$ cat src/rtl/seq_ctrl.sv
// Programmable 4-bit pattern sequencer: table loaded over a config port, played under valid/ready.
// Optional SEQ_CTRL_PAUSE_EN adds a pause input that drops out_valid without consuming entries.
module seq_ctrl #(
    parameter int unsigned DEPTH = 8,
    parameter int unsigned WIDTH = 4,
    parameter int unsigned RPT_W = 4,
    localparam int unsigned AW = $clog2(DEPTH)
) (
    input  logic             clk,
    input  logic             rst,
    input  logic             cfg_we,
    input  logic [AW-1:0]    cfg_addr,
    input  logic [WIDTH-1:0] cfg_data,
    input  logic [AW-1:0]    cfg_len,
    input  logic [RPT_W-1:0] cfg_rpt,
    input  logic             start,
    input  logic             stop,
    input  logic             out_ready,
`ifdef SEQ_CTRL_PAUSE_EN
    input  logic             pause,
`endif
    output logic [WIDTH-1:0] out,
    output logic             out_valid,
    output logic             busy,
    output logic             done
);

    typedef enum logic [1:0] {
        IDLE = 2'd0,
        RUN  = 2'd1,
        DONE = 2'd2
    } state_t;

    state_t            state, state_n;
    logic [AW-1:0]     idx, idx_n;
    logic [RPT_W-1:0]  pass, pass_n;
    logic [AW-1:0]     len_q, len_n;
    logic [RPT_W-1:0]  rpt_q, rpt_n;
    logic [WIDTH-1:0]  out_n;
    logic              out_valid_n;
    logic              busy_n;
    logic              done_n;
    logic              xfer;
    logic              pause_w;
    logic [WIDTH-1:0]  tbl [DEPTH];

`ifdef SEQ_CTRL_PAUSE_EN
    assign pause_w = pause;
`else
    assign pause_w = 1'b0;
`endif

    // Pattern table: writable only while not playing
    always_ff @(posedge clk or negedge rst) begin
        if (!rst) begin
            for (int i = 0; i < int'(DEPTH); i++) begin
                tbl[i] <= '0;
            end
        end else if (cfg_we && (state != RUN)) begin
            tbl[cfg_addr] <= cfg_data;
        end
    end

    always_ff @(posedge clk or negedge rst) begin
        if (!rst) begin
            state     <= IDLE;
            idx       <= '0;
            pass      <= '0;
            len_q     <= '0;
            rpt_q     <= '0;
            out       <= '0;
            out_valid <= 1'b0;
            busy      <= 1'b0;
            done      <= 1'b0;
        end else begin
            state     <= state_n;
            idx       <= idx_n;
            pass      <= pass_n;
            len_q     <= len_n;
            rpt_q     <= rpt_n;
            out       <= out_n;
            out_valid <= out_valid_n;
            busy      <= busy_n;
            done      <= done_n;
        end
    end

    // Next-state and next-output logic; out is presented from the registered index
    always_comb begin
        state_n     = state;
        idx_n       = idx;
        pass_n      = pass;
        len_n       = len_q;
        rpt_n       = rpt_q;
        out_valid_n = 1'b0;
        busy_n      = 1'b0;
        done_n      = 1'b0;
        xfer        = out_valid & out_ready;

        case (state)
            IDLE: begin
                if (start && !stop) begin
                    state_n     = RUN;
                    len_n       = cfg_len;
                    rpt_n       = cfg_rpt;
                    idx_n       = '0;
                    pass_n      = '0;
                    out_valid_n = 1'b1;
                    busy_n      = 1'b1;
                end
            end
            RUN: begin
                busy_n      = 1'b1;
                out_valid_n = !pause_w;
                if (xfer) begin
                    if (idx < len_q) begin
                        idx_n = idx + AW'(1);
                    end else begin
                        idx_n = '0;
                        if ((rpt_q != '0) && (pass == rpt_q - RPT_W'(1))) begin
                            state_n     = DONE;
                            out_valid_n = 1'b0;
                            busy_n      = 1'b0;
                            done_n      = 1'b1;
                        end else if (rpt_q != '0) begin
                            pass_n = pass + RPT_W'(1);
                        end
                    end
                end
                if (stop) begin
                    state_n     = IDLE;
                    out_valid_n = 1'b0;
                    busy_n      = 1'b0;
                    done_n      = 1'b0;
                end
            end
            DONE: begin
                state_n = IDLE;
            end
            default: begin
                state_n = IDLE;
            end
        endcase

        out_n = out_valid_n ? tbl[idx_n] : '0;
    end

endmodule

$ cat config.mk
export PLATFORM = sky130hd
export DESIGN_NAME = seq_ctrl
export DESIGN_NICKNAME = d
export VERILOG_FILES = /design/src/rtl/seq_ctrl.sv
export SDC_FILE = /design/constraint.sdc
export NUM_CORES = 1
export LEC_CHECK = 0
export ABC_CLOCK_PERIOD_IN_PS = 2000
export BUFFER_PORTS_ARGS = -buffer_cell sky130_fd_sc_hd__buf_2
export CAP_MARGIN = 20
export CORE_ASPECT_RATIO = 1.5
export CORE_UTILIZATION = 40
export CTS_CLUSTER_SIZE = 30
export DETAILED_ROUTE_END_ITERATION = 7
export PLACE_DENSITY = 0.61
export SLEW_MARGIN = 25
export SYNTH_ARGS = -nofsm -noshare
export SYNTH_HDL_FRONTEND = slang
export SYNTH_SLANG_ARGS = --single-unit
$ cat constraint.sdc
create_clock -name clk -period 2 [get_ports clk]
set_input_delay 0.1 -clock clk [delete_from_list [all_inputs] [get_ports clk]]
set_output_delay 0.1 -clock clk [all_outputs]
set_load 0.02 [all_outputs]
==> impl_metrics.json <==
{
  "worst_slew_pin_slew_ns": 0.694,
  "synthArstFlopShare_pct": 100,
  "die-area_um2": 6900,
  "violations": "negative setup slack",
  "syn_nets": 247,
  "outcome": "finished, violations left",
  "placed_cells": 341,
  "max_stage_delay_ns": 0.42,
  "root_buffer": "clkbuf_8",
  "syn_avg_cell_area_um2": 11.8,
  "critical_path.cell_chain": "ha_4 > a21o_1 > a31oi_4 > a22oi_4 > inv_4 > buf_4 > mux2i_1 > a22o_1 > o22ai_1",
  "yosys_register_bits": 54,
  "fp-row-count": 35,
  "drv_cap": 0,
  "finalHoldViolations": 0,
  "synth_area_um2": 2630,
  "yosys_warnings": 0,
  "drive_gt1_share_pct": 40.1,
  "worstSetupPathType": "reg -> reg",
  "ys.flop_type": "dfrtp_1",
  "clock_sinks": 54,
  "clk_latency_ns": 0.30,
  "leakagePower_nw": 1.58,
  "cts_made_buffers": 5,
  "antenna_found_initial": 0,
  "grt_pass1_wl_um": 9230,
  "synth_edf_count": 0,
  "vias": 1918,
  "whs_path_depth": 2,
  "rsz0062_at_grt": "yes",
  "gr-total-overflow": 0,
  "finClkSkew_ns": 0.00452,
  "hp-class": "in -> reg",
  "grt_pass1_vias": 1957,
  "ys_seq_area_share_pct": 51.4,
  "wl_um": 5550,
  "arrival_ns": 2.23,
  "crit_path_end_kind": "flop",
  "placement.io_buffers": 26,
  "min_period_ns": 2.04,
  "gp_congestion": 0.783,
  "min_from": "stop",
  "ir_worst_vdd_mv": 0.494,
  "clkTransAtPathRegs_ns": 0.09,
  "drc": 0,
  "antenna_cells": 0,
  "synth_top_area_cell": "dfrtp_1",
  "path_max_fanout": 6,
  "drt_iter0_markers": 65,
  "reg2reg_depth": 9,
  "required_ns": 2.19,
  "switchingPower_mw": 0.925,
  "p_sw_share_pct": 30.0,
  "die_x_um": 68.2,
  "ant_nets": 0,
  "dr.pass1.iters": 4,
  "layout_setup_ws_ns": -0.0391,
  "pwr-share-comb_pct": 32.1,
  "synthTopCellsByArea": "dfrtp_1 51%, mux2_2 14%, nand2_1 4.3%, mux2i_1 3.4%, a22o_1 2.7%",
  "critPathSlowestCell": "dfrtp_1",
  "grt_usage_pct": 18.2,
  "slew_violations": 0,
  "startpoint_type": "flop",
  "tns_ns": -0.115,
  "pwr-share-seq_pct": 47.9,
  "core_um2": 6260,
  "synth_cell_types": 42,
  "fin_cells": 363,
  "fmax_ghz": 0.490,
  "start_util_pct": 42.0,
  "final_common_cell": "dfrtp_1",
  "r2r_slack_ns": -0.04,
  "hpwl_um": 4020,
  "viasPerCell": 5.28,
  "fin_crit_sh_pct": 102,
  "min_to": "state[0]",
  "die_y_um": 101,
  "final_cell_mix": "54 x dfrtp_1, 32 x mux2_2, 29 x nand2_1",
  "slew-limit-headroom_pct": 53.7,
  "clkPwrFrac_pct": 20.0,
  "cts_tree": "built",
  "synth_top_cell_area_share_pct": 51.4,
  "grt_start_max_net_pins": 55,
  "setup_viol_count_final": 4,
  "timing.rr.end": "out[0]",
  "syn_inst": 222,
  "wire_per_inst_um": 15.3,
  "r2r-start": "idx[2]",
  "n_fill_cell": 581,
  "p_int_mw": 2.16,
  "ios": 27,
  "powerDensity_nw_per_um2": 931,
  "area_growth_pct": 26.1,
  "num-nets-final": 313,
  "clk_path_buf_depth": 2,
  "cts_max_level": 2
}
[routing by layer]
layer	part of all wire, %	up-vias	global-route usage (%)
met3	2.8	6	3.38
met2	53	34	32.0
met5	0	-	0
li1	-	932	-
met4	1.6	0	6.09
met1	43	946	21.6
[area by class of cell]
class / count / area [um2] / area share [%]
Inverter: 10 / 40.0 / 1.21
Sequential cell: 54 / 1350 / 40.8
Multi-Input combinational cell: 154 / 1280 / 38.7
Clock buffer: 7 / 86.3 / 2.61
Tap cell: 74 / 92.6 / 2.79
Clock inverter: 1 / 5.00 / 0.151
Timing Repair Buffer: 63 / 457 / 13.8
[worst max path at each step]
stage / slack [ns] / depth (start not counted) / start / to
6_report: -0.04 / 9 / idx[2] / out[0]
3_3_place_gp: -0.05 / 8 / rpt_q[0] / out[0]
4_1_cts: -0.06 / 10 / len_q[2] / out[1]
5_1_grt: -0.17 / 8 / idx[2] / out[2]
2_1_floorplan: -0.002 / 8 / rpt_q[0] / pass[2]
3_5_place_dp: -0.11 / 9 / len_q[2] / out[2]
[critical path: cells and delay by family (launching register included)]
kind	cells	cell delay, ns
AO/OA/AOI/OAI	5	0.84
flip-flops	1	0.42
adder cells (fa/ha/maj)	1	0.25
buffers and inverters	2	0.25
multiplexers	1	0.18
[power groups by stage]
stage	combinational, mW	clock, mW	sequential, mW
after floorplan	0.598	0	1.48
after global placement	0.898	0	1.48
after detailed placement	0.914	0	1.50
after CTS	0.954	0.646	1.47
after global routing	1.09	0.696	1.51
final	0.991	0.617	1.48
[cell usage after synthesis, drive strengths merged, types with 4 or more instances]
cell and n:
xor2 4, a22o 8, inv 10, mux2 32, ha 5, o21ai 6, mux2i 9, nor2 8
o22ai 4, dfrtp 54, a21oi 10, nand2 30
[flip-flops by register name (all words and copies together), names as in the netlist]
signal,cells
pass,4
out,4
idx,3
rpt_q,4
len_q,3
state,2
busy,1
done,1
tbl,32
[repair_timing]
item | 4_1_cts | 5_1_grt
setup endpoints to repair | 6 | 12
setup buffers | 4 | 3
hold buffers | 7 | 1
endpoints found under the hold margin | 60 | 1
pin swaps | 12 | 14
gates resized for setup | 7 | 9
[cells by family after synthesis]
logic type,Yosys count,synth area share (%)
DFF,54,51.4
AOI/OAI and AO/OA,36,10.2
adders and majority gates,5,2.38
muxes,41,17.1
xor gates and xnor gates,7,2.86
buffers and inverters,14,2.57
and+or+nand+nor,65,13.4
[metrics by stage]
step / power (mW) / util [%] / hold slack [ns] / area [um2] / worst slack, ns
CTS: 3.07 / 51.9 / 0.00594 / 3250 / -0.0594
finish: 3.08 / 52.9 / 0.0948 / 3310 / -0.0391
global placement: 2.38 / 48.6 / 0.278 / 3040 / -0.0486
global route: 3.30 / 52.9 / 0.0807 / 3310 / -0.165
detailed placement: 2.41 / 48.6 / 0.275 / 3040 / -0.105
floorplan: 2.08 / - / -0.196 / 2650 / -0.00202
Power figures use the tool's default switching activity.
